## src/rtl/counter_wrap_monitor_if.sv

```systemverilog
// Bundle between the up/down counter side and counter_wrap_monitor.
// The master drives the counter's observed controls and outputs and reads the
// monitor's events. The slave is the monitor itself.
// The monitor is passive: there is no valid/ready handshake, and every signal is sampled on each clk edge.
interface counter_wrap_monitor_if #(
    parameter int WIDTH = 4,
    parameter int CNT_W = 8,
    parameter int PER_W = 16
);
    // observed counter controls and outputs
    logic             cnt_rst_n;
    logic             load_n;
    logic             up_down;
    logic             ce;
    logic [WIDTH-1:0] count_out;
    logic             max_count;
    logic             zero;
    logic             clr_err;
    // monitor results
    logic             wrap_up;
    logic             wrap_down;
    logic [CNT_W-1:0] wrap_cnt;
    logic [PER_W-1:0] period;
    logic             period_valid;
    logic             err_flag;
    logic [2:0]       err_code;

    modport master (
        output cnt_rst_n, load_n, up_down, ce, count_out, max_count, zero, clr_err,
        input  wrap_up, wrap_down, wrap_cnt, period, period_valid, err_flag, err_code
    );

    modport slave (
        input  cnt_rst_n, load_n, up_down, ce, count_out, max_count, zero, clr_err,
        output wrap_up, wrap_down, wrap_cnt, period, period_valid, err_flag, err_code
    );
endinterface

```

## src/rtl/counter_wrap_monitor.sv

```systemverilog
// counter_wrap_monitor: passive checker that sits behind an up/down counter.
// It reports up-wraps and down-wraps, a running wrap count, and the clock period between wraps.
// It keeps sticky error flags for flag and step inconsistencies.
// Every result is registered and lags the observed count_out by one clock.
// Optional macro COUNTER_MON_STEP_CHECK_EN builds the +/-1 step checker that drives err_code[2].
// Without the macro, err_code[2] is tied to 0.
module counter_wrap_monitor #(
    parameter int WIDTH = 4,
    parameter int CNT_W = 8,
    parameter int PER_W = 16
) (
    input logic                   clk,
    input logic                   rst,
    counter_wrap_monitor_if.slave bus
);
    localparam logic [WIDTH-1:0] ALL_ONES = '1;
    localparam logic [WIDTH-1:0] ALL_ZERO = '0;
    localparam logic [PER_W-1:0] PER_MAX  = '1;

    // previous-cycle snapshot of the counter
    logic [WIDTH-1:0] prev_count;
    logic             prev_inc;
    logic             prev_dec;
    logic             prev_valid;
    logic             prev_rst_low;   // counter was held in reset last cycle

    // period measurement state
    logic [PER_W-1:0] acc;
    logic             seen_wrap;

    // registered outputs
    logic             wrap_up_q;
    logic             wrap_down_q;
    logic [CNT_W-1:0] wrap_cnt_q;
    logic [PER_W-1:0] period_q;
    logic             period_valid_q;
    logic             err_flag_q;
    logic [2:0]       err_code_q;

    // combinational detection for the current cycle
    logic             flag_en;
    logic             step_en;
    logic             max_err;
    logic             zero_err;
    logic             step_err;
    logic             wrap_up_d;
    logic             wrap_down_d;
    logic             wrap_any;
    logic [PER_W-1:0] acc_inc;
    logic [2:0]       code_next;

    // Flag checks pause while the counter is in reset and for one cycle after it.
    // Step checks and wrap checks also require a valid previous sample.
    assign flag_en  = bus.cnt_rst_n & ~prev_rst_low;
    assign step_en  = bus.cnt_rst_n & prev_valid;

    assign max_err  = flag_en & (bus.max_count != (bus.count_out == ALL_ONES));
    assign zero_err = flag_en & (bus.zero != (bus.count_out == ALL_ZERO));

    // A load or hold last cycle clears prev_inc and prev_dec, so no wrap is seen across a load.
    assign wrap_up_d   = step_en & prev_inc & (prev_count == ALL_ONES) & (bus.count_out == ALL_ZERO);
    assign wrap_down_d = step_en & prev_dec & (prev_count == ALL_ZERO) & (bus.count_out == ALL_ONES);
    assign wrap_any    = wrap_up_d | wrap_down_d;

`ifdef COUNTER_MON_STEP_CHECK_EN
    logic [WIDTH-1:0] exp_up;
    logic [WIDTH-1:0] exp_down;
    assign exp_up   = prev_count + WIDTH'(1);
    assign exp_down = prev_count - WIDTH'(1);
    assign step_err = step_en & ((prev_inc & (bus.count_out != exp_up)) |
                                 (prev_dec & (bus.count_out != exp_down)));
`else
    assign step_err = 1'b0;
`endif

    assign acc_inc   = (acc == PER_MAX) ? acc : acc + PER_W'(1);
    // Clearing drops the old bits, but an error detected in the same cycle is still set.
    assign code_next = (bus.clr_err ? 3'b000 : err_code_q) | {step_err, zero_err, max_err};

    // capture the counter's state for next cycle's step and wrap qualification
    always_ff @(posedge clk) begin
        if (rst) begin
            prev_count   <= '0;
            prev_inc     <= 1'b0;
            prev_dec     <= 1'b0;
            prev_valid   <= 1'b0;
            prev_rst_low <= 1'b0;
        end else begin
            prev_count   <= bus.count_out;
            prev_inc     <= bus.ce & bus.load_n & bus.cnt_rst_n & bus.up_down;
            prev_dec     <= bus.ce & bus.load_n & bus.cnt_rst_n & ~bus.up_down;
            prev_valid   <= bus.cnt_rst_n;
            prev_rst_low <= ~bus.cnt_rst_n;
        end
    end

    // wrap pulses and the rolling wrap counter
    always_ff @(posedge clk) begin
        if (rst) begin
            wrap_up_q   <= 1'b0;
            wrap_down_q <= 1'b0;
            wrap_cnt_q  <= '0;
        end else begin
            wrap_up_q   <= wrap_up_d;
            wrap_down_q <= wrap_down_d;
            if (wrap_any) begin
                wrap_cnt_q <= wrap_cnt_q + CNT_W'(1);
            end
        end
    end

    // period between consecutive wraps. The first wrap after reset only arms the measurement.
    always_ff @(posedge clk) begin
        if (rst) begin
            acc            <= '0;
            seen_wrap      <= 1'b0;
            period_q       <= '0;
            period_valid_q <= 1'b0;
        end else begin
            period_valid_q <= wrap_any & seen_wrap;
            if (wrap_any) begin
                acc       <= '0;
                seen_wrap <= 1'b1;
                if (seen_wrap) begin
                    period_q <= acc_inc;
                end
            end else begin
                acc <= acc_inc;
            end
        end
    end

    // sticky error accumulation
    always_ff @(posedge clk) begin
        if (rst) begin
            err_code_q <= 3'b000;
            err_flag_q <= 1'b0;
        end else begin
            err_code_q <= code_next;
            err_flag_q <= |code_next;
        end
    end

    assign bus.wrap_up      = wrap_up_q;
    assign bus.wrap_down    = wrap_down_q;
    assign bus.wrap_cnt     = wrap_cnt_q;
    assign bus.period       = period_q;
    assign bus.period_valid = period_valid_q;
    assign bus.err_flag     = err_flag_q;
    assign bus.err_code     = err_code_q;
endmodule

```

## src/flat_wrapper.sv

```systemverilog
// flat-port wrapper written by rule: the top's interface ports become plain ports
module counter_wrap_monitor_flat 
#(
    parameter int WIDTH = 4,
    parameter int CNT_W = 8,
    parameter int PER_W = 16
)
  (clk, rst, bus_cnt_rst_n, bus_load_n, bus_up_down, bus_ce, bus_count_out, bus_max_count, bus_zero, bus_clr_err, bus_wrap_up, bus_wrap_down, bus_wrap_cnt, bus_period, bus_period_valid, bus_err_flag, bus_err_code);
  counter_wrap_monitor_if #(.WIDTH(WIDTH), .CNT_W(CNT_W), .PER_W(PER_W)) bus_i ();
  input logic clk;
  input logic rst;
  input wire logic [$bits(bus_i.cnt_rst_n)-1:0] bus_cnt_rst_n;
  input wire logic [$bits(bus_i.load_n)-1:0] bus_load_n;
  input wire logic [$bits(bus_i.up_down)-1:0] bus_up_down;
  input wire logic [$bits(bus_i.ce)-1:0] bus_ce;
  input wire logic [$bits(bus_i.count_out)-1:0] bus_count_out;
  input wire logic [$bits(bus_i.max_count)-1:0] bus_max_count;
  input wire logic [$bits(bus_i.zero)-1:0] bus_zero;
  input wire logic [$bits(bus_i.clr_err)-1:0] bus_clr_err;
  output wire logic [$bits(bus_i.wrap_up)-1:0] bus_wrap_up;
  output wire logic [$bits(bus_i.wrap_down)-1:0] bus_wrap_down;
  output wire logic [$bits(bus_i.wrap_cnt)-1:0] bus_wrap_cnt;
  output wire logic [$bits(bus_i.period)-1:0] bus_period;
  output wire logic [$bits(bus_i.period_valid)-1:0] bus_period_valid;
  output wire logic [$bits(bus_i.err_flag)-1:0] bus_err_flag;
  output wire logic [$bits(bus_i.err_code)-1:0] bus_err_code;
  assign bus_i.cnt_rst_n = bus_cnt_rst_n;
  assign bus_i.load_n = bus_load_n;
  assign bus_i.up_down = bus_up_down;
  assign bus_i.ce = bus_ce;
  assign bus_i.count_out = bus_count_out;
  assign bus_i.max_count = bus_max_count;
  assign bus_i.zero = bus_zero;
  assign bus_i.clr_err = bus_clr_err;
  assign bus_wrap_up = bus_i.wrap_up;
  assign bus_wrap_down = bus_i.wrap_down;
  assign bus_wrap_cnt = bus_i.wrap_cnt;
  assign bus_period = bus_i.period;
  assign bus_period_valid = bus_i.period_valid;
  assign bus_err_flag = bus_i.err_flag;
  assign bus_err_code = bus_i.err_code;
  counter_wrap_monitor #(.WIDTH(WIDTH), .CNT_W(CNT_W), .PER_W(PER_W)) u_core (.clk(clk), .rst(rst), .bus(bus_i));
endmodule
```

## config.mk

```make
export PLATFORM = sky130hd
export DESIGN_NAME = counter_wrap_monitor_flat
export DESIGN_NICKNAME = d
export VERILOG_FILES = /design/src/rtl/counter_wrap_monitor_if.sv /design/src/rtl/counter_wrap_monitor.sv /design/src/flat_wrapper.sv
export SDC_FILE = /design/constraint.sdc
export NUM_CORES = 1
export LEC_CHECK = 0
export BUFFER_PORTS_ARGS = -buffer_cell sky130_fd_sc_hd__buf_4
export CELL_PAD_IN_SITES_DETAIL_PLACEMENT = 1
export CELL_PAD_IN_SITES_GLOBAL_PLACEMENT = 1
export CORE_ASPECT_RATIO = 0.5
export CORE_MARGIN = 1.5
export CORE_UTILIZATION = 25
export DETAILED_ROUTE_END_ITERATION = 8
export PLACE_DENSITY_LB_ADDON = 0.05
export SYNTH_ARGS = -nofsm -noshare
export SYNTH_HDL_FRONTEND = slang
export SYNTH_SLANG_ARGS = --single-unit
export TNS_END_PERCENT = 100
```

## constraint.sdc

```tcl
create_clock -name clk -period 3 [get_ports clk]
set_input_delay 0.15 -clock clk [delete_from_list [all_inputs] [get_ports clk]]
set_output_delay 0.15 -clock clk [all_outputs]
set_load 0.05 [all_outputs]
```

==> impl_metrics.xml, run 1 <==
<?xml version="1.0" encoding="UTF-8"?>
<metrics>
  <group name="global_route">
    <metric name="antenna_violations_before_repair" unit="">0</metric>
    <metric name="global_route.usage.total" unit="%">13.5</metric>
    <metric name="grt_max_degree" unit="">32</metric>
    <metric name="grt_first_pass_wirelength" unit="um">11400</metric>
    <metric name="grt_overflow" unit="">0</metric>
    <metric name="first_global_vias" unit="">2150</metric>
  </group>
  <group name="sta">
    <metric name="timing.final.crit_share" unit="%">68.1</metric>
    <metric name="grt_setup_unrepaired" unit="">false</metric>
    <metric name="max_clock_freq" unit="GHz">0.489</metric>
    <metric name="timing.setup.tns" unit="ps">0</metric>
    <metric name="slew_violations" unit="">0</metric>
    <metric name="finalHoldViolCount" unit="">0</metric>
    <metric name="hold-worst-slack" unit="ps">26.5</metric>
    <metric name="period_minus_slack" unit="ps">2040</metric>
    <metric name="tightestPinTransition" unit="ps">756</metric>
    <metric name="worst_clock_skew" unit="ps">4.51</metric>
    <metric name="final_number_of_setup_violating_endpoints" unit="">0</metric>
    <metric name="relSlewSlack" unit="%">49.5</metric>
  </group>
  <group name="setup_path">
    <metric name="worstPathArrival" unit="ps">2260</metric>
    <metric name="worst_path_dominant_cell_family" unit="">simple AND/OR/NAND/NOR gates</metric>
    <metric name="critical-path-slowest-cell" unit="">sky130_fd_sc_hd__nor4_4</metric>
    <metric name="path_max_fanout" unit="">6</metric>
    <metric name="end_kind" unit="">flip-flop</metric>
    <metric name="worst_path_bufs_invs" unit="">0</metric>
    <metric name="worstPathRequired" unit="ps">3210</metric>
    <metric name="slowest_delay" unit="ps">490</metric>
    <metric name="timing_worst_setup_path_type" unit="">flip-flop to flip-flop</metric>
    <metric name="startpoint_kind_of_the_worst_setup_timing_path" unit="">flip-flop</metric>
    <metric name="critical_path.cell_chain" unit="">ha_1 &gt; nand3_4 &gt; nor4_4 &gt; o21ai_0 &gt; a31oi_1</metric>
  </group>
  <group name="floorplan">
    <metric name="die_footprint" unit="um2">10900</metric>
    <metric name="die_w" unit="um">146</metric>
    <metric name="fp.coreArea" unit="um2">9700</metric>
    <metric name="boundaryPins" unit="">44</metric>
    <metric name="fp.dieH" unit="um">74.5</metric>
    <metric name="floorplan.rows" unit="">25</metric>
    <metric name="initial_core_util" unit="%">26.3</metric>
  </group>
  <group name="power">
    <metric name="max-vdd-ir-drop" unit="mV">0.228</metric>
    <metric name="pwr-share-comb" unit="%">4.9</metric>
    <metric name="sequentialPowerShare" unit="%">50.6</metric>
    <metric name="power_report.internal_total" unit="mW">1.17</metric>
    <metric name="leakagePower" unit="nW">1.23</metric>
    <metric name="power_density" unit="nW/um2">477</metric>
    <metric name="net_switching_power" unit="mW">0.333</metric>
    <metric name="sw_frac_of_total" unit="%">22.1</metric>
    <metric name="power.share.clock" unit="%">44.5</metric>
  </group>
  <group name="clock_tree">
    <metric name="cts.repair_timing.setup_buffer_count" unit="">0</metric>
    <metric name="number_of_h_tree_levels" unit="">2</metric>
    <metric name="cts_tree" unit="">yes</metric>
    <metric name="cts.sinks" unit="">56</metric>
    <metric name="ctsHoldBuffers" unit="">0</metric>
    <metric name="cts.reportedPaths.clkPinSlew" unit="ps">70</metric>
    <metric name="cts_repair_resize_count" unit="">0</metric>
    <metric name="cts_max_path_buffers" unit="">2</metric>
    <metric name="cts-root-buf" unit="">sky130_fd_sc_hd__clkbuf_16</metric>
    <metric name="clkLatencyLatePin" unit="ps">290</metric>
    <metric name="cts-buffers-inserted" unit="">5</metric>
  </group>
  <group name="logic_synthesis">
    <metric name="synth.lib_cells_used.distinct" unit="">47</metric>
    <metric name="ys_warn_count" unit="">0</metric>
    <metric name="syn-instance-count" unit="">268</metric>
    <metric name="synth_enable_flop_cells" unit="">0</metric>
    <metric name="synth_mux_area_share" unit="%">5.00</metric>
    <metric name="asyncSetResetFlopFracSynth" unit="%">0</metric>
    <metric name="largest_family_of_logic_cells_by_synthesized_area" unit="">simple AND/OR/NAND/NOR gates</metric>
    <metric name="synth_compound_area_share" unit="%">14.9</metric>
    <metric name="post_synth_and_or_nand_nor_area_fraction" unit="%">30.9</metric>
    <metric name="mappedNetlistArea" unit="um2">2550</metric>
    <metric name="post_synth_fa_ha_maj_area_fraction" unit="%">0.979</metric>
    <metric name="sequential_share_of_the_synthesized_area" unit="%">43.9</metric>
    <metric name="mappedNetlistNets" unit="">283</metric>
    <metric name="synthXorXnorAreaFrac" unit="%">1.03</metric>
    <metric name="postSynthAreaPerCell" unit="um2">9.53</metric>
    <metric name="ys_dominant_reg_cell" unit="">sky130_fd_sc_hd__dfxtp_1</metric>
    <metric name="synth.ff_latch_count" unit="">56</metric>
  </group>
  <group name="placement">
    <metric name="placement.io_buffers" unit="">43</metric>
    <metric name="post_dp_cell_area" unit="um2">3000</metric>
    <metric name="dpl.hpwl" unit="um">5090</metric>
    <metric name="gp_congestion" unit="">0.742</metric>
  </group>
  <group name="detailed_routing">
    <metric name="dr_wl_met2" unit="um">3080</metric>
    <metric name="ant_nets" unit="">0</metric>
    <metric name="topRoutingLayerUsed" unit="">met4</metric>
    <metric name="first_pass_iters" unit="">4</metric>
    <metric name="post-route-drc-count" unit="">0</metric>
    <metric name="routed_length_on_met1" unit="um">3610</metric>
    <metric name="drt-wirelength-per-cell" unit="um">15.7</metric>
    <metric name="wl_met3" unit="um">238</metric>
    <metric name="detail_route.wirelength" unit="um">6970</metric>
    <metric name="dr.first_iter.drc_count" unit="">77</metric>
    <metric name="vias_per_cell" unit="">4.78</metric>
    <metric name="vias" unit="">2128</metric>
  </group>
  <group name="finish">
    <metric name="antenna-diode-count" unit="">0</metric>
    <metric name="final_nets" unit="">324</metric>
    <metric name="syn_to_layout_area_delta" unit="%">23.8</metric>
    <metric name="multi_input_area" unit="um2">1350</metric>
    <metric name="final_design_area_no_fill" unit="um2">3160</metric>
    <metric name="seqCellArea" unit="um2">1120</metric>
    <metric name="fillerInstances" unit="">1145</metric>
    <metric name="layout-drive-gt1-share" unit="%">24.8</metric>
  </group>
  <group name="worst_hold_path">
    <metric name="hp_class" unit="">primary input to flip-flop</metric>
  </group>
  <group name="outcome">
    <metric name="outcome" unit="">finished, final reports clean</metric>
  </group>
  <group name="job">
    <metric name="cap_violations" unit="">0</metric>
  </group>
</metrics>
==> layout make-up <==
| cell class | instances | area share (%) |
|---|---|---|
| Inverter | 7 | 0.831 |
| Tap cell | 135 | 5.34 |
| Multi-Input combinational cell | 195 | 42.6 |
| Sequential cell | 56 | 35.4 |
| Timing Repair Buffer | 44 | 10.4 |
| Clock inverter | 3 | 1.34 |
| Clock buffer | 5 | 3.96 |
==> metal layers <==
layer,vias up,GRT usage (%)
met3,4,2.94
met4,0,3.06
li1,1054,-
met5,-,0
met1,1034,18.6
met2,36,22.1
==> state kept, by name (all words and copies together) (netlist names) <==
| register | flops |
|---|---|
| u_core.prev_valid | 1 |
| u_core.prev_inc | 1 |
| u_core.seen_wrap | 1 |
| u_core.bus.period_valid | 1 |
| u_core.prev_dec | 1 |
| u_core.acc | 16 |
| u_core.bus.wrap_down | 1 |
| u_core.bus.err_code | 3 |
| u_core.bus.err_flag | 1 |
| u_core.prev_count | 4 |
| u_core.bus.wrap_up | 1 |
| u_core.bus.wrap_cnt | 8 |
| u_core.bus.period | 16 |
| u_core.prev_rst_low | 1 |
==> cells by family after synthesis <==
kind of cell             count (synthesis)
adder cells (fa/ha/maj)                  2
XOR/XNOR                                 3
flip-flops                              56
multiplexers                            12
AND/OR/NAND/NOR                        122
AO/OA/AOI/OAI                           56
buffers and inverters                   17
==> metrics by stage <==
stage                     utilization, %  std cells  power (mW)  setup slack (ps)
after floorplan                        -        268       0.823              1340
after global placement              30.9        437       0.854               965
after detailed placement            30.9        437       0.856               971
after CTS                           32.6        445        1.53               937
after global routing                32.6        445        1.57               772
final                               32.6        445        1.51               957
==> layout by cell type, fill, tap and decap left out, drive strengths merged, types with 3 or more instances in the layout <==
master	netlist	routed
nor2b	14	14
o21ai	9	9
xor2	3	3
nor3b	4	4
and4	6	6
clkbuf	4	5
nand4	7	7
nor2	29	29
nand3	17	17
a21oi	15	15
and3	3	3
buf	6	44
mux2i	6	6
inv	6	6
a31oi	5	5
nand2	18	18
o31ai	9	9
o22ai	8	8
nor4	6	6
nor3	9	9
dfxtp	56	56
mux2	6	6
==> path summary, 6_finish.rpt <==
check                           cells past startpoint                   end            startpoint  slack [ps]
worst max-delay path                                5  u_core.bus.period[3]         u_core.acc[0]         960
worst min-delay path                                2       u_core.prev_dec           bus_up_down          30
worst max register to register                      5  u_core.bus.period[3]         u_core.acc[0]         960
worst min register to register                      2  u_core.bus.period[2]  u_core.bus.period[2]         470
==> power by group through the flow <==
stage	Sequential [mW]	Clock [mW]	Combinational, mW
after floorplan	0.788	0	0.0343
after global placement	0.780	0	0.0736
after detailed placement	0.781	0	0.0752
after CTS	0.763	0.693	0.0754
after global routing	0.765	0.724	0.0813
final	0.763	0.671	0.0742
==> synth_stat cells, drive strengths merged (2+ instances only) <==
cell type / n / share of area, %
nor3: 9 / 1.8
and2: 2 / 0.49
nor4: 6 / 4.1
a21oi: 15 / 2.9
nand2b: 2 / 0.49
and3: 3 / 0.73
nor2: 29 / 4.3
o21ai: 9 / 2.2
inv: 6 / 0.88
a31oi: 5 / 1.2
nand2: 18 / 2.6
mux2i: 6 / 2.4
xor2: 3 / 1.0
dfxtp: 56 / 44
nor3b: 4 / 1.2
clkbuf: 4 / 0.59
nand4: 7 / 4.1
nand3: 17 / 4.2
o22ai: 8 / 2.4
o31ai: 9 / 2.6
and4: 6 / 2.1
ha: 2 / 0.98
buf: 6 / 1.7
a21boi: 2 / 0.59
nor2b: 14 / 3.4
o221ai: 2 / 0.69
mux2: 6 / 2.6
or2: 2 / 0.49
No activity file was read; power rests on OpenSTA's default activity.
==> inputs of run 2 (changes only) <==
==> constraint.sdc (replaced) <==
create_clock -name clk -period 1.7 [get_ports clk]
set_input_delay 0.085 -clock clk [delete_from_list [all_inputs] [get_ports clk]]
set_output_delay 0.085 -clock clk [all_outputs]
set_load 0.05 [all_outputs]
==> impl_metrics.xml, run 2 (synthesis gave the netlist of run 1 again) <==
<?xml version="1.0" encoding="UTF-8"?>
<metrics>
  <group name="clock_tree">
    <metric name="cts-root-buf" unit="">sky130_fd_sc_hd__clkbuf_16</metric>
    <metric name="cts_tree" unit="">yes</metric>
    <metric name="cts-buffers-inserted" unit="">5</metric>
    <metric name="number_of_h_tree_levels" unit="">2</metric>
    <metric name="cts.reportedPaths.clkPinSlew" unit="ps">70</metric>
    <metric name="cts.sinks" unit="">56</metric>
    <metric name="clkLatencyLatePin" unit="ps">300</metric>
    <metric name="cts_max_path_buffers" unit="">2</metric>
  </group>
  <group name="setup_path">
    <metric name="slowest_delay" unit="ps">530</metric>
    <metric name="end_kind" unit="">flip-flop</metric>
    <metric name="worst_path_bufs_invs" unit="">2</metric>
    <metric name="startpoint_kind_of_the_worst_setup_timing_path" unit="">primary input</metric>
    <metric name="critical-path-slowest-cell" unit="">sky130_fd_sc_hd__dlygate4sd3_1</metric>
    <metric name="path_max_fanout" unit="">7</metric>
    <metric name="worst-r2r-setup-slack" unit="ps">60</metric>
    <metric name="worstPathRequired" unit="ps">1890</metric>
    <metric name="timing_worst_setup_path_type" unit="">primary input to flip-flop</metric>
    <metric name="critical_path.cell_chain" unit="">dlygate4sd3_1 &gt; buf_4 &gt; and4bb_2 &gt; nand3_2 &gt; a211oi_2 &gt; mux2_2</metric>
    <metric name="worstPathArrival" unit="ps">1840</metric>
    <metric name="worst_path_dominant_cell_family" unit="">buffers and inverters</metric>
  </group>
  <group name="floorplan">
    <metric name="boundaryPins" unit="">44</metric>
    <metric name="die_w" unit="um">146</metric>
    <metric name="die_footprint" unit="um2">10900</metric>
    <metric name="fp.coreArea" unit="um2">9700</metric>
    <metric name="initial_core_util" unit="%">26.3</metric>
    <metric name="floorplan.rows" unit="">25</metric>
    <metric name="fp.dieH" unit="um">74.5</metric>
  </group>
  <group name="global_route">
    <metric name="grt_max_degree" unit="">18</metric>
    <metric name="grt_overflow" unit="">0</metric>
    <metric name="antenna_violations_before_repair" unit="">0</metric>
    <metric name="grt_first_pass_wirelength" unit="um">12200</metric>
    <metric name="global_route.usage.total" unit="%">14.5</metric>
    <metric name="first_global_vias" unit="">2314</metric>
  </group>
  <group name="sta">
    <metric name="max_clock_freq" unit="GHz">0.608</metric>
    <metric name="final_number_of_setup_violating_endpoints" unit="">0</metric>
    <metric name="grt_setup_unrepaired" unit="">true</metric>
    <metric name="worst_clock_skew" unit="ps">4.76</metric>
    <metric name="period_minus_slack" unit="ps">1650</metric>
    <metric name="setup_slack" unit="ps">54.8</metric>
    <metric name="timing.final.crit_share" unit="%">96.8</metric>
    <metric name="relSlewSlack" unit="%">63.4</metric>
    <metric name="timing.setup.tns" unit="ps">0</metric>
    <metric name="finalHoldViolCount" unit="">0</metric>
    <metric name="slew_violations" unit="">0</metric>
    <metric name="tightestPinTransition" unit="ps">544</metric>
  </group>
  <group name="detailed_routing">
    <metric name="vias" unit="">2272</metric>
    <metric name="first_pass_iters" unit="">4</metric>
    <metric name="detail_route.wirelength" unit="um">7340</metric>
    <metric name="ant_nets" unit="">0</metric>
    <metric name="post-route-drc-count" unit="">0</metric>
    <metric name="vias_per_cell" unit="">4.75</metric>
    <metric name="dr.first_iter.drc_count" unit="">102</metric>
    <metric name="drt-wirelength-per-cell" unit="um">15.4</metric>
  </group>
  <group name="placement">
    <metric name="gp_congestion" unit="">0.794</metric>
    <metric name="post_dp_cell_area" unit="um2">3260</metric>
    <metric name="place_ws" unit="ps">8.05</metric>
    <metric name="dpl.hpwl" unit="um">5400</metric>
    <metric name="placement.io_buffers" unit="">43</metric>
  </group>
  <group name="finish">
    <metric name="antenna-diode-count" unit="">0</metric>
    <metric name="layout.cells.most_common_list" unit="">sky130_fd_sc_hd__buf_4 (70), sky130_fd_sc_hd__dfxtp_1 (45), sky130_fd_sc_hd__nor2_1 (29)</metric>
    <metric name="final_core_occ" unit="%">36.1</metric>
    <metric name="final_nets" unit="">357</metric>
    <metric name="layout_commonest_cell" unit="">sky130_fd_sc_hd__buf_4</metric>
    <metric name="layout-drive-gt1-share" unit="%">35.9</metric>
    <metric name="syn_to_layout_area_delta" unit="%">37.1</metric>
    <metric name="final_design_area_no_fill" unit="um2">3500</metric>
  </group>
  <group name="power">
    <metric name="leakagePower" unit="nW">1.42</metric>
    <metric name="power_density" unit="nW/um2">740</metric>
    <metric name="max-vdd-ir-drop" unit="mV">0.343</metric>
  </group>
  <group name="outcome">
    <metric name="outcome" unit="">finished, final reports clean</metric>
  </group>
  <group name="job">
    <metric name="cap_violations" unit="">0</metric>
  </group>
  <group name="worst_hold_path">
    <metric name="hp_class" unit="">primary input to flip-flop</metric>
  </group>
</metrics>
## run 2: changes by cell type in the layout (fill, tap and decap cells not counted), moves of 4 or more
| cell | before | now |
|---|---|---|
| sky130_fd_sc_hd__buf_4 | 44 | 70 |
| sky130_fd_sc_hd__dfxtp_2 | 0 | 11 |
| sky130_fd_sc_hd__dfxtp_1 | 56 | 45 |
| sky130_fd_sc_hd__buf_12 | 0 | 4 |
## run 2: through the flow
| stage | std cells | power [mW] | hold slack, ps |
|---|---|---|---|
| final | 478 | 2.59 | 37.4 |
| after global routing | 478 | 2.73 | 32.8 |
| after CTS | 477 | 2.63 | 33.1 |
| after detailed placement | 466 | 1.53 | 264 |
| after global placement | 466 | 1.53 | 257 |
| after floorplan | 268 | 1.45 | 157 |
## run 2: path summary, 6_finish.rpt
| kind | end | cells past startpoint | startpoint |
|---|---|---|---|
| hold reg to reg | u_core.bus.period[2] | 2 | u_core.bus.period[2] |
| setup / recovery | u_core.bus.wrap_cnt[7] | 6 | bus_cnt_rst_n |
| hold / removal | u_core.prev_count[2] | 2 | bus_count_out[2] |
| setup reg to reg | u_core.bus.period[9] | 6 | u_core.acc[1] |
## run 2: repair_timing
item	4_1_cts	5_1_grt
buffers inserted	0	1
hold buffers	3	0
gates resized for setup	0	19
setup endpoints to repair	0	23
hold endpoints to repair	3	0
## run 2: report_power, final
group          total [mW]  switching, mW  internal (mW)
Combinational       0.164         0.0920         0.0724
Sequential           1.34         0.0131           1.33
Clock                1.08          0.495          0.589
## run 2: per-layer routing
layer	up-vias	wire length, um	global-route usage, %
li1	1127	-	-
met1	1117	3810	19.7
met2	22	3260	23.3
met3	6	205	3.50
met4	0	60	3.74
met5	-	0	0
## run 2: area by class of cell
type	instances	area (um2)
multi-input cells	195	1390
fillers	1148	6190
flip-flops and latches	56	1130
well taps	135	169
inverters	7	26.3
clock buffers	7	143
repair buffers	77	636
clock inverters	1	7.51
==> inputs of run 3 (changes only) <==
--- a/config.mk
+++ b/config.mk
@@ -9,8 +9,9 @@
 export CELL_PAD_IN_SITES_DETAIL_PLACEMENT = 1
 export CELL_PAD_IN_SITES_GLOBAL_PLACEMENT = 1
 export CORE_ASPECT_RATIO = 0.5
-export CORE_MARGIN = 1.5
+export CORE_MARGIN = 2
 export CORE_UTILIZATION = 25
+export CTS_CLUSTER_SIZE = 40
 export DETAILED_ROUTE_END_ITERATION = 8
 export PLACE_DENSITY_LB_ADDON = 0.05
 export SYNTH_ARGS = -nofsm -noshare
==> impl_metrics.xml, run 3 (synthesis gave the netlist of run 1 again) <==
<?xml version="1.0" encoding="UTF-8"?>
<metrics>
  <group name="outcome">
    <metric name="outcome" unit="">finished, final reports clean</metric>
  </group>
  <group name="power">
    <metric name="power_density" unit="nW/um2">724</metric>
    <metric name="max-vdd-ir-drop" unit="mV">0.350</metric>
    <metric name="sequentialPowerShare" unit="%">53.0</metric>
    <metric name="pwr-share-comb" unit="%">6.7</metric>
    <metric name="leakagePower" unit="nW">1.40</metric>
    <metric name="sw_frac_of_total" unit="%">23.4</metric>
    <metric name="net_switching_power" unit="mW">0.593</metric>
    <metric name="power.share.clock" unit="%">40.4</metric>
    <metric name="total_chip_power" unit="mW">2.53</metric>
    <metric name="power_report.internal_total" unit="mW">1.94</metric>
  </group>
  <group name="finish">
    <metric name="final_design_area_no_fill" unit="um2">3500</metric>
    <metric name="layout.cells.most_common_list" unit="">sky130_fd_sc_hd__buf_4 (72), sky130_fd_sc_hd__dfxtp_1 (52), sky130_fd_sc_hd__nor2_1 (29)</metric>
    <metric name="layout-drive-gt1-share" unit="%">35.0</metric>
    <metric name="syn_to_layout_area_delta" unit="%">36.9</metric>
    <metric name="layout_commonest_cell" unit="">sky130_fd_sc_hd__buf_4</metric>
    <metric name="antenna-diode-count" unit="">0</metric>
    <metric name="final_core_occ" unit="%">34.7</metric>
    <metric name="final_nets" unit="">358</metric>
  </group>
  <group name="clock_tree">
    <metric name="clkLatencyLatePin" unit="ps">300</metric>
    <metric name="cts.sinks" unit="">56</metric>
    <metric name="cts_tree" unit="">yes</metric>
    <metric name="cts-buffers-inserted" unit="">5</metric>
    <metric name="cts_max_path_buffers" unit="">2</metric>
    <metric name="cts-root-buf" unit="">sky130_fd_sc_hd__clkbuf_16</metric>
    <metric name="number_of_h_tree_levels" unit="">2</metric>
    <metric name="cts.reportedPaths.clkPinSlew" unit="ps">70</metric>
  </group>
  <group name="global_route">
    <metric name="grt_overflow" unit="">0</metric>
    <metric name="antenna_violations_before_repair" unit="">0</metric>
    <metric name="global_route.usage.total" unit="%">13.9</metric>
    <metric name="grt_max_degree" unit="">31</metric>
    <metric name="grt_first_pass_wirelength" unit="um">11700</metric>
    <metric name="first_global_vias" unit="">2187</metric>
  </group>
  <group name="placement">
    <metric name="place_ws" unit="ps">-78.3</metric>
    <metric name="placement.io_buffers" unit="">43</metric>
    <metric name="dpl.hpwl" unit="um">5530</metric>
    <metric name="post_dp_cell_area" unit="um2">3230</metric>
    <metric name="gp_congestion" unit="">0.701</metric>
  </group>
  <group name="detailed_routing">
    <metric name="vias" unit="">2298</metric>
    <metric name="post-route-drc-count" unit="">0</metric>
    <metric name="first_pass_iters" unit="">6</metric>
    <metric name="ant_nets" unit="">0</metric>
    <metric name="detail_route.wirelength" unit="um">7350</metric>
    <metric name="vias_per_cell" unit="">4.76</metric>
    <metric name="drt-wirelength-per-cell" unit="um">15.2</metric>
    <metric name="dr.first_iter.drc_count" unit="">80</metric>
  </group>
  <group name="sta">
    <metric name="grt_setup_unrepaired" unit="">false</metric>
    <metric name="timing.setup.tns" unit="ps">0</metric>
    <metric name="relSlewSlack" unit="%">61.4</metric>
    <metric name="final_number_of_setup_violating_endpoints" unit="">0</metric>
    <metric name="finalHoldViolCount" unit="">0</metric>
    <metric name="max_clock_freq" unit="GHz">0.607</metric>
    <metric name="setup_slack" unit="ps">52.5</metric>
    <metric name="slew_violations" unit="">0</metric>
    <metric name="timing.final.crit_share" unit="%">96.9</metric>
    <metric name="worst_clock_skew" unit="ps">6.12</metric>
    <metric name="tightestPinTransition" unit="ps">573</metric>
    <metric name="period_minus_slack" unit="ps">1650</metric>
  </group>
  <group name="job">
    <metric name="cap_violations" unit="">0</metric>
  </group>
  <group name="setup_path">
    <metric name="end_kind" unit="">flip-flop</metric>
    <metric name="worstPathArrival" unit="ps">1820</metric>
    <metric name="path_max_fanout" unit="">7</metric>
    <metric name="startpoint_kind_of_the_worst_setup_timing_path" unit="">flip-flop</metric>
    <metric name="worstPathRequired" unit="ps">1870</metric>
    <metric name="timing_worst_setup_path_type" unit="">flip-flop to flip-flop</metric>
    <metric name="worst-r2r-setup-slack" unit="ps">50</metric>
  </group>
  <group name="worst_hold_path">
    <metric name="hp_class" unit="">primary input to flip-flop</metric>
  </group>
  <group name="floorplan">
    <metric name="floorplan.rows" unit="">26</metric>
    <metric name="initial_core_util" unit="%">25.3</metric>
    <metric name="boundaryPins" unit="">44</metric>
    <metric name="die_footprint" unit="um2">11100</metric>
    <metric name="fp.coreArea" unit="um2">10100</metric>
    <metric name="fp.dieH" unit="um">75.5</metric>
    <metric name="die_w" unit="um">147</metric>
  </group>
</metrics>
==> run 3: worst paths after layout <==
| check | startpoint | endpoint | depth (start not counted) |
|---|---|---|---|
| setup / recovery | u_core.acc[6] | u_core.bus.period[6] | 6 |
| setup reg to reg | u_core.acc[6] | u_core.bus.period[6] | 6 |
| hold / removal | bus_count_out[3] | u_core.prev_count[3] | 2 |
| hold reg to reg | u_core.bus.period[2] | u_core.bus.period[2] | 2 |
==> run 3: layout make-up <==
class	instances	area, um2
inverters	7	26.3
clock inverters	2	12.5
flip-flops and latches	56	1130
clock buffers	5	125
fillers	1180	6590
well taps	140	175
repair buffers	78	631
multi-input cells	195	1400
==> run 3: routing by layer <==
metal | vias to the layer above | share of wire (%) | GRT usage, %
li1 | 1129 | - | -
met1 | 1128 | 50 | 18.7
met2 | 33 | 46 | 22.2
met3 | 8 | 2.8 | 3.23
met4 | 0 | 1.3 | 5.13
met5 | - | 0 | 0
==> run 3: power by group through the flow <==
| stage | registers (mW) | logic, mW | clock network, mW |
|---|---|---|---|
| after floorplan | 1.39 | 0.0606 | 0 |
| after global routing | 1.34 | 0.186 | 1.12 |
| final | 1.34 | 0.169 | 1.02 |
| after detailed placement | 1.37 | 0.160 | 0 |
| after global placement | 1.37 | 0.158 | 0 |
| after CTS | 1.34 | 0.166 | 1.07 |
==> run 3: critical path, stage by stage, from the launching register on <==
cell	delay (ps)
sky130_fd_sc_hd__dfxtp_2	350
sky130_fd_sc_hd__nand4_4	150
sky130_fd_sc_hd__buf_4	160
sky130_fd_sc_hd__nor4_2	50
sky130_fd_sc_hd__buf_4	160
sky130_fd_sc_hd__o31ai_1	510
sky130_fd_sc_hd__o22ai_1	140
==> run 3: repair_timing <==
item                       4_1_cts  5_1_grt
setup endpoints to repair        7       19
hold buffers                     3        0
setup buffers                    5        0
pin swaps                        1        3
hold endpoints to repair         3        0
resized for setup                1       15
==> run 3: metrics by stage <==
stage	instances	hold WS, ps
2_1_floorplan	268	157
3_3_place_gp	468	277
3_5_place_dp	468	282
4_1_cts	483	27.5
5_1_grt	483	49.9
6_report	483	40.0
